**config.mk**
```make
export PLATFORM = sky130hd
export DESIGN_NAME = reg_intf_regfile
export DESIGN_NICKNAME = d
export VERILOG_FILES = /design/src/rtl/reg_intf_pkg.sv /design/src/rtl/reg_intf_regfile_addr_decode.sv /design/src/rtl/reg_intf_regfile.sv
export SDC_FILE = /design/constraint.sdc
export NUM_CORES = 1
export LEC_CHECK = 0
export ABC_AREA = 1
export CAP_MARGIN = 20
export CORE_AREA = 4 4 244 246
export CTS_BUF_LIST = sky130_fd_sc_hd__clkbuf_8
export DETAILED_ROUTE_END_ITERATION = 12
export DIE_AREA = 0 0 248 250
export GPL_TIMING_DRIVEN = 0
export MAX_ROUTING_LAYER = met4
export PLACE_DENSITY = 0.66
export SLEW_MARGIN = 40
export SYNTH_ARGS = -nofsm -noshare
export SYNTH_HDL_FRONTEND = slang
export SYNTH_SLANG_ARGS = --single-unit
```
**constraint.sdc**
```tcl
create_clock -name clk_i -period 1.6 [get_ports clk_i]
set_input_delay 0.4 -clock clk_i [delete_from_list [all_inputs] [get_ports clk_i]]
set_output_delay 0.4 -clock clk_i [all_outputs]
set_load 0.01 [all_outputs]
```
**src/rtl/reg_intf_pkg.sv**
```systemverilog
// Shared reg_intf request/response types plus responder FSM state.
package reg_intf;

  typedef struct packed {
    logic [31:0] addr;
    logic        write;
    logic [31:0] wdata;
    logic [3:0]  wstrb;
    logic        valid;
  } reg_intf_req_a32_d32;

  typedef struct packed {
    logic [31:0] rdata;
    logic        error;
    logic        ready;
  } reg_intf_resp_d32;

  typedef enum logic [1:0] {
    IDLE = 2'd0,
    WAIT = 2'd1,
    RESP = 2'd2
  } reg_intf_slv_state_e;

  function automatic int unsigned idx_width(int unsigned n);
    return (n > 1) ? $clog2(n) : 1;
  endfunction

endpackage

```
**src/rtl/reg_intf_regfile_addr_decode.sv**
```systemverilog
// Address to register index decode with range, alignment and
// read-only write checks.
module reg_intf_addr_decode
  import reg_intf::*;
#(
  parameter logic [31:0]        BaseAddr     = 32'h0,
  parameter int unsigned        NumRegs      = 8,
  parameter logic [NumRegs-1:0] ReadOnlyMask = '0,
  parameter int unsigned        IdxW         = idx_width(NumRegs)
) (
  input  logic [31:0]     addr,
  input  logic            write,
  output logic [IdxW-1:0] idx,
  output logic            error
);

  logic [31:0] off;
  logic [31:0] word;
  logic        in_range;
  logic        ro;

  // BaseAddr is word aligned, so the offset's low bits are the address's
  assign off      = addr - BaseAddr;
  assign word     = {2'b00, off[31:2]};
  assign in_range = word < 32'(NumRegs);
  assign idx      = word[IdxW-1:0];
  assign ro       = in_range && write && ReadOnlyMask[idx];

  assign error = (off[1:0] != 2'b00)
              || (addr < BaseAddr)
              || !in_range
              || ro;

endmodule

```
**src/rtl/reg_intf_regfile.sv**
```systemverilog
// reg_intf responder: CSR bank with bus access, wait states and
// per-register hardware write ports.
module reg_intf_regfile
  import reg_intf::*;
#(
  parameter int unsigned           NumRegs      = 8,
  parameter logic [31:0]           BaseAddr     = 32'h0,
  parameter int unsigned           WaitCycles   = 0,
  parameter logic [NumRegs-1:0]    ReadOnlyMask = '0,
  parameter logic [NumRegs*32-1:0] ResetValue   = '0
) (
  input  logic                    clk_i,
  input  logic                    rst_i,
  input  reg_intf_req_a32_d32     reg_req_i,
  output reg_intf_resp_d32        reg_rsp_o,
  input  logic [NumRegs-1:0]      hw_we_i,
  input  logic [NumRegs*32-1:0]   hw_wdata_i,
  output logic [NumRegs*32-1:0]   reg_q_o
);

  localparam int unsigned IdxW = idx_width(NumRegs);

  reg_intf_slv_state_e state;
  logic [3:0]          cnt;
  logic [31:0]         q   [NumRegs];
  logic [31:0]         nxt [NumRegs];
  logic [IdxW-1:0]     dec_idx;
  logic                dec_err;
  logic [IdxW-1:0]     idx_q;
  logic                err_q;
  logic                wr_q;
  logic [31:0]         rdata_q;
  logic [31:0]         wdata_q;
  logic [3:0]          wstrb_q;
  logic                commit;

  reg_intf_addr_decode #(
    .BaseAddr     (BaseAddr),
    .NumRegs      (NumRegs),
    .ReadOnlyMask (ReadOnlyMask),
    .IdxW         (IdxW)
  ) u_dec (
    .addr  (reg_req_i.addr),
    .write (reg_req_i.write),
    .idx   (dec_idx),
    .error (dec_err)
  );

  always_ff @(posedge clk_i) begin
    if (rst_i) begin
      state   <= IDLE;
      cnt     <= '0;
      idx_q   <= '0;
      err_q   <= 1'b0;
      wr_q    <= 1'b0;
      rdata_q <= '0;
      wdata_q <= '0;
      wstrb_q <= '0;
    end else begin
      unique case (state)
        IDLE: begin
          if (reg_req_i.valid) begin
            idx_q   <= dec_idx;
            err_q   <= dec_err;
            rdata_q <= dec_err ? 32'h0 : q[dec_idx];
            wr_q    <= reg_req_i.write & ~dec_err;
            wdata_q <= reg_req_i.wdata;
            wstrb_q <= reg_req_i.wstrb;
            cnt     <= 4'(WaitCycles);
            state   <= (WaitCycles == 0) ? RESP : WAIT;
          end
        end
        WAIT: begin
          if (!reg_req_i.valid) begin
            state   <= IDLE;
            cnt     <= '0;
            wr_q    <= 1'b0;
            err_q   <= 1'b0;
            rdata_q <= '0;
          end else begin
            cnt <= cnt - 4'd1;
            if (cnt == 4'd1) state <= RESP;
          end
        end
        RESP: begin
          state <= IDLE;
          wr_q  <= 1'b0;
        end
        default: state <= IDLE;
      endcase
    end
  end

  assign commit = (state == RESP) && wr_q;

  // Hardware word first, bus-strobed bytes override it on collision
  always_comb begin
    for (int i = 0; i < NumRegs; i++) begin
      nxt[i] = hw_we_i[i] ? hw_wdata_i[32*i +: 32] : q[i];
      if (commit && idx_q == IdxW'(i)) begin
        for (int b = 0; b < 4; b++) begin
          if (wstrb_q[b]) nxt[i][8*b +: 8] = wdata_q[8*b +: 8];
        end
      end
    end
  end

  always_ff @(posedge clk_i) begin
    for (int i = 0; i < NumRegs; i++) begin
      if (rst_i) q[i] <= ResetValue[32*i +: 32];
      else       q[i] <= nxt[i];
    end
  end

  for (genvar i = 0; i < NumRegs; i++) begin : g_q
    assign reg_q_o[32*i +: 32] = q[i];
  end

  assign reg_rsp_o.ready = (state == RESP);
  assign reg_rsp_o.error = (state == RESP) ? err_q : 1'b0;
  assign reg_rsp_o.rdata = (state == RESP) ? rdata_q : 32'h0;

  a_valid_held : assert property (
    @(posedge clk_i) disable iff (rst_i)
    (state == WAIT) |-> reg_req_i.valid
  );

endmodule

```
==> results of run 1 <==
[timing repair]
item | in CTS | in global routing
pin swaps | 137 | 136
hold endpoints to repair | 0 | 0
buffers inserted | 139 | 28
hold buffers | 0 | 0
resized for setup | 2107 | 496
cloned | 31 | 8
endpoints found under the setup margin | 618 | 425
[stage by stage]
step,instance area (um2),worst slack [ns]
floorplan,16700,0.0190
global placement,23800,-1.46
detailed placement,23900,-1.39
CTS,27700,-0.505
global route,29600,-0.519
finish,29600,-0.481
[cell usage in the layout (no fill, tap or decap), drive strengths merged, types with 3 or more instances in the layout]
cell,n
a21oi,328
buf,540
bufinv,3
clkbuf,197
clkdlybuf4s50,324
clkinv,49
dfxtp,330
diode,8
inv,210
mux2,101
nand2,409
nand3,129
nor2,60
o211ai,93
o21ai,451
[how the worst max path moves through the flow]
stage | endpoint | slack [ns] | cells after the start
floorplan | q[0][10]$_SDFF_PP0_ | 0.02 | 5
global placement | rdata_q[13]$_SDFFE_PP0P_ | -1.46 | 7
detailed placement | q[1][12]$_SDFF_PP0_ | -1.39 | 6
CTS | reg_rsp_o[6] | -0.51 | 6
global route | reg_rsp_o[22] | -0.52 | 6
finish | reg_rsp_o[14] | -0.48 | 6
[report_power, final]
part           internal (mW)  total (mW)  switching, mW
sequential              8.70        9.01          0.315
clock                   4.66        8.66           4.00
combinational           2.30        5.61           3.31
[layout make-up]
class	instances	area [um2]	share of cell area
tap	765	957	0.0324
buffer	179	1350	0.0458
sequential	330	6810	0.230
clock inverter	28	201	0.00681
timing repair buffer	808	7450	0.252
inverter	235	913	0.0309
antenna	8	20.0	0.000677
clock buffer	75	1030	0.0349
multi-input combinational	1571	10900	0.367
[registers in the layout, summed over array words and instances, names as in the netlist]
signal / cells
err_q: 1
idx_q: 3
q: 256
rdata_q: 32
state: 1
wdata_q: 32
wr_q: 1
wstrb_q: 4
[cells by family (layout without fill, tap and decap cells)]
group           count (synthesis)  after routing
flops                         330            330
compound gates                872            872
mux                           101            101
buf+inv                       416           1325
simple gates                  598            598
other cells                     0              8
[metal layers]
layer	wire, um	vias to the layer above	GRT usage
met1	43800	10600	0.429
met4	8780	0	0.192
met3	13200	521	0.0984
li1	-	9618	-
met5	0	-	-
met2	53400	1720	0.574
==> results.py, run 1 <==
metrics = {
    "yosys": {
        "synthesis.nets": 2653,
        "synth.distinct_cells": 23,
        "synth_seq_cells": 330,
        "synth.avg_cell_area_um2": 7.22,
        "syn_inst": 2317,
        "synth-seq-area-share": 0.395,
        "synthFlopType": "dfxtp_1",
        "synth-compound-area-share": 0.275,
        "synth_top_family_by_area": "compound AO/OA/AOI/OAI gates",
        "synth.area.top_cells": "dfxtp_1, o21ai_0, a21oi_1, nand2_1, mux2_2",
        "ys_async_sr_fraction": 0,
        "yosysMostFrequentCell": "o21ai_0",
        "ys_top_cells_by_count": "o21ai_0, nand2_1, dfxtp_1",
        "synth_area_leader_cell": "dfxtp_1",
        "yosys_warnings": 0,
        "synth_simple_gate_area_frac": 0.161,
        "synth.top_cell.area_share": 0.395,
        "yosys.area_share.adder": 0,
        "synth_area_mm2": 0.0167,
        "synth_edf_count": 0,
        "post_synth_mux_area_share": 0.0680,
        "synth-xor-area-share": 0,
    },
    "floorplan": {
        "rows": 88,
        "initial_core_util": 0.292,
        "dieArea_mm2": 0.0620,
        "coreArea_mm2": 0.0574,
        "die_y_um": 250,
        "design.portCount": 626,
        "die_w_um": 248,
    },
    "layout": {
        "final_util": 0.516,
        "nets": 3520,
        "area_growth_pct": 76.9,
        "final_cells": 3999,
        "nFillCells": 5514,
        "layout-drive-gt1-share": 0.458,
    },
    "detailed_routing": {
        "wl_um": 119000,
        "first_iter_violations": 2496,
        "drc_errors": 0,
        "firstDrtPassIters": 5,
        "vias": 22400,
        "routedWlPerCell_um": 29.8,
        "drtAntennaViolNets": 0,
        "viasPerCell": 5.61,
    },
    "grt": {
        "grt_pass1_wl_um": 158000,
        "antenna_found_initial": 10,
        "grt_pass1_vias": 21600,
        "grt_usage": 0.366,
        "grt_max_degree": 15,
        "globalRoute.totalOverflow": 0,
    },
    "setup_path": {
        "rrSetupSlack_ns": -0.38,
        "path_delay_family": "buffers and inverters",
        "r2r-end": "rdata_q[14]$_SDFFE_PP0P_",
        "crit_chain": "buf_12, buf_12, clkbuf_16, nand2_4, inv_2, buf_6",
        "worstReg2RegStart": "state[1]$_SDFFE_PP0P_",
        "end_kind": "output port",
        "required_ns": 1.20,
        "crit_arrival_ns": 1.68,
        "worstRegToRegCells": 12,
        "critPathMaxFanout": 6,
        "crit_buf_inv": 5,
        "crit_path_start_kind": "flip-flop",
        "path_class": "flip-flop to output port",
        "crit_path_top_delay_cell": "dfxtp_2",
        "crit_path_max_incr_delay_ns": 0.34,
        "cp_common_cell": "buf_12",
        "startpoint": "state[1]$_SDFFE_PP0P_",
    },
    "power_and_ir_drop": {
        "vdd_drop_max_mv": 0.514,
        "p_per_area_mw_per_mm2": 787,
        "leakagePower_nw": 12.6,
        "power_mw": 23.3,
    },
    "worst_hold_path": {
        "min_path_cells": 2,
        "hold_class": "primary input to flip-flop",
        "hold_path_end": "rdata_q[29]$_SDFFE_PP0P_",
        "holdCritStartpoint": "rst_i",
    },
    "outcome": {
        "violations": "negative setup slack",
        "status": "finished with violations",
    },
    "timing": {
        "holdWs_ns": 0.133,
        "post-route-period-util": 1.30,
        "finalClockSkew_ns": 0.0251,
        "clock.fmax_mhz": 481,
        "setup-tns-final_ns": -80.77,
        "setup_ws_ns": -0.481,
        "slew_viol_final": 0,
        "tightest_slew_ns": 1.09,
        "min_period_ns": 2.08,
        "finalHoldViolCount": 0,
        "rsz0062_at_grt": "yes",
        "finalSetupViolCount": 363,
        "relSlewSlack": 0.274,
    },
    "job": {
        "drv_cap": 0,
    },
    "place": {
        "dp_cells": 3696,
        "gp_congestion": 0.957,
        "port_buffers": 614,
        "hpwl_um": 81700,
    },
    "cts": {
        "cts_buffer_depth": 3,
        "clk_pin_slew_ns": 0.06,
        "cts_tree": "yes",
        "cts_inserted_buffers": 59,
        "cts-root-buf": "clkbuf_8",
        "h-tree-depth": 2,
        "clk-insertion-delay-late_ns": 0.68,
        "clock-sinks": 330,
    },
}
(Power assumes the default switching activity.)
==> run 2: changes to the inputs <==
--- a/config.mk
+++ b/config.mk
@@ -13,7 +13,7 @@
 export DIE_AREA = 0 0 248 250
 export GPL_TIMING_DRIVEN = 0
 export MAX_ROUTING_LAYER = met4
-export PLACE_DENSITY = 0.66
+export SKIP_CTS_REPAIR_TIMING = 1
 export SLEW_MARGIN = 40
 export SYNTH_ARGS = -nofsm -noshare
 export SYNTH_HDL_FRONTEND = slang
==> results.py, run 2 (same netlist as run 1, synthesis figures left out) <==
metrics = {
    "outcome": {
        "status": "finished with violations",
        "violations": "negative setup slack",
    },
    "detailed_routing": {
        "firstDrtPassIters": 8,
        "routedWlPerCell_um": 28.2,
        "drc_errors": 0,
        "vias": 21600,
        "wl_um": 112000,
        "drtAntennaViolNets": 0,
        "viasPerCell": 5.42,
        "first_iter_violations": 2051,
    },
    "grt": {
        "grt_usage": 0.342,
        "grt_pass1_vias": 20200,
        "grt_max_degree": 16,
        "globalRoute.totalOverflow": 0,
        "grt_pass1_wl_um": 148000,
        "antenna_found_initial": 7,
    },
    "timing": {
        "finalClockSkew_ns": 0.0337,
        "relSlewSlack": 0.372,
        "finalHoldViolCount": 0,
        "holdWs_ns": 0.109,
        "min_period_ns": 2.09,
        "tightest_slew_ns": 0.942,
        "rsz0062_at_grt": "yes",
        "post-route-period-util": 1.31,
        "slew_viol_final": 0,
        "finalSetupViolCount": 325,
        "clock.fmax_mhz": 478,
        "setup_ws_ns": -0.493,
    },
    "layout": {
        "largest_reg_flops": 256,
        "regMostFlops": "q",
        "area_growth_pct": 64.2,
        "largest_registers": "q: 256 flops, rdata_q: 32 flops, wdata_q: 32 flops",
        "nets": 3504,
        "mostFrequentLayoutCells": "nand2_1, o21ai_0, clkdlybuf4s50_1",
        "final_common_cell": "nand2_1",
        "layout-drive-gt1-share": 0.330,
    },
    "cts": {
        "cts_buffer_depth": 3,
        "cts_tree": "yes",
        "clk-insertion-delay-late_ns": 0.70,
        "clk_pin_slew_ns": 0.07,
        "h-tree-depth": 2,
        "clock-sinks": 330,
        "cts-root-buf": "clkbuf_8",
        "cts_inserted_buffers": 61,
    },
    "job": {
        "drv_cap": 0,
    },
    "place": {
        "dp_slack_ns": -1.21,
        "gp_congestion": 0.967,
        "port_buffers": 614,
        "hpwl_um": 84200,
    },
    "floorplan": {
        "rows": 88,
        "initial_core_util": 0.292,
        "design.portCount": 626,
        "dieArea_mm2": 0.0620,
        "die_y_um": 250,
        "coreArea_mm2": 0.0574,
        "die_w_um": 248,
    },
    "setup_path": {
        "required_ns": 1.20,
        "crit_path_top_delay_cell": "dfxtp_2",
        "crit_chain": "buf_6, buf_12, clkbuf_16, nand2_4, inv_2, buf_6",
        "cp_common_cell": "buf_6",
        "crit_arrival_ns": 1.69,
        "end_kind": "output port",
        "crit_path_max_incr_delay_ns": 0.33,
        "critPathMaxFanout": 5,
        "path_class": "flip-flop to output port",
        "crit_buf_inv": 5,
        "crit_path_start_kind": "flip-flop",
        "path_delay_family": "buffers and inverters",
    },
    "worst_hold_path": {
        "hold_class": "primary input to flip-flop",
    },
    "power_and_ir_drop": {
        "p_per_area_mw_per_mm2": 827,
        "power_mw": 22.7,
        "leakagePower_nw": 11.9,
        "vdd_drop_max_mv": 0.610,
    },
}
run 2: final timing paths:
| check | slack (ns) | startpoint | cells after the start | endpoint |
|---|---|---|---|---|
| hold reg to reg | 0.47 | rdata_q[28]$_SDFFE_PP0P_ | 2 | rdata_q[28]$_SDFFE_PP0P_ |
| setup reg to reg | -0.41 | state[1]$_SDFFE_PP0P_ | 12 | q[0][9]$_SDFF_PP0_ |
| hold / removal | 0.11 | rst_i | 2 | rdata_q[30]$_SDFFE_PP0P_ |
| setup / recovery | -0.49 | state[1]$_SDFFE_PP0P_ | 6 | reg_rsp_o[12] |
run 2: layout make-up:
type	instances	area (um2)
diodes	8	20.0
plain buffers	180	1160
clock buffers	79	1090
clock inverters	29	196
fillers	5869	29900
inverters	235	912
multi-input cells	1571	8800
flip-flops and latches	330	6980
well taps	765	957
repair buffers	789	7350
run 2: power breakdown:
| group | switching (mW) | leakage (nW) | internal [mW] |
|---|---|---|---|
| registers | 0.417 | 2.80 | 8.69 |
| clock network | 3.99 | 0.738 | 4.85 |
| logic | 2.76 | 8.31 | 1.99 |
| total | 7.17 | 11.9 | 15.5 |
run 2: worst register-to-register path, delay by kind of cell, from the launching register on:
kind,cells,cell delay [ns]
AO/OA/AOI/OAI,2,0.27
buffers and inverters,6,0.83
flip-flops,1,0.33
AND/OR/NAND/NOR,4,0.49
run 2: through the flow:
step | utilization | area (um2) | TNS, ns | cells
3_3_place_gp | 0.415 | 23800 | -332.22 | 3696
6_report | 0.479 | 27500 | -83.45 | 3986
4_1_cts | 0.438 | 25100 | -262.74 | 3804
2_1_floorplan | - | 16700 | 0 | 2317
3_5_place_dp | 0.416 | 23800 | -338.04 | 3696
5_1_grt | 0.479 | 27500 | -105.75 | 3984
run 2: routing by layer:
layer  track usage  share of wire
met3        0.0564          0.089
met1         0.420           0.39
met4         0.125          0.050
met2         0.563           0.47
met5             -              0
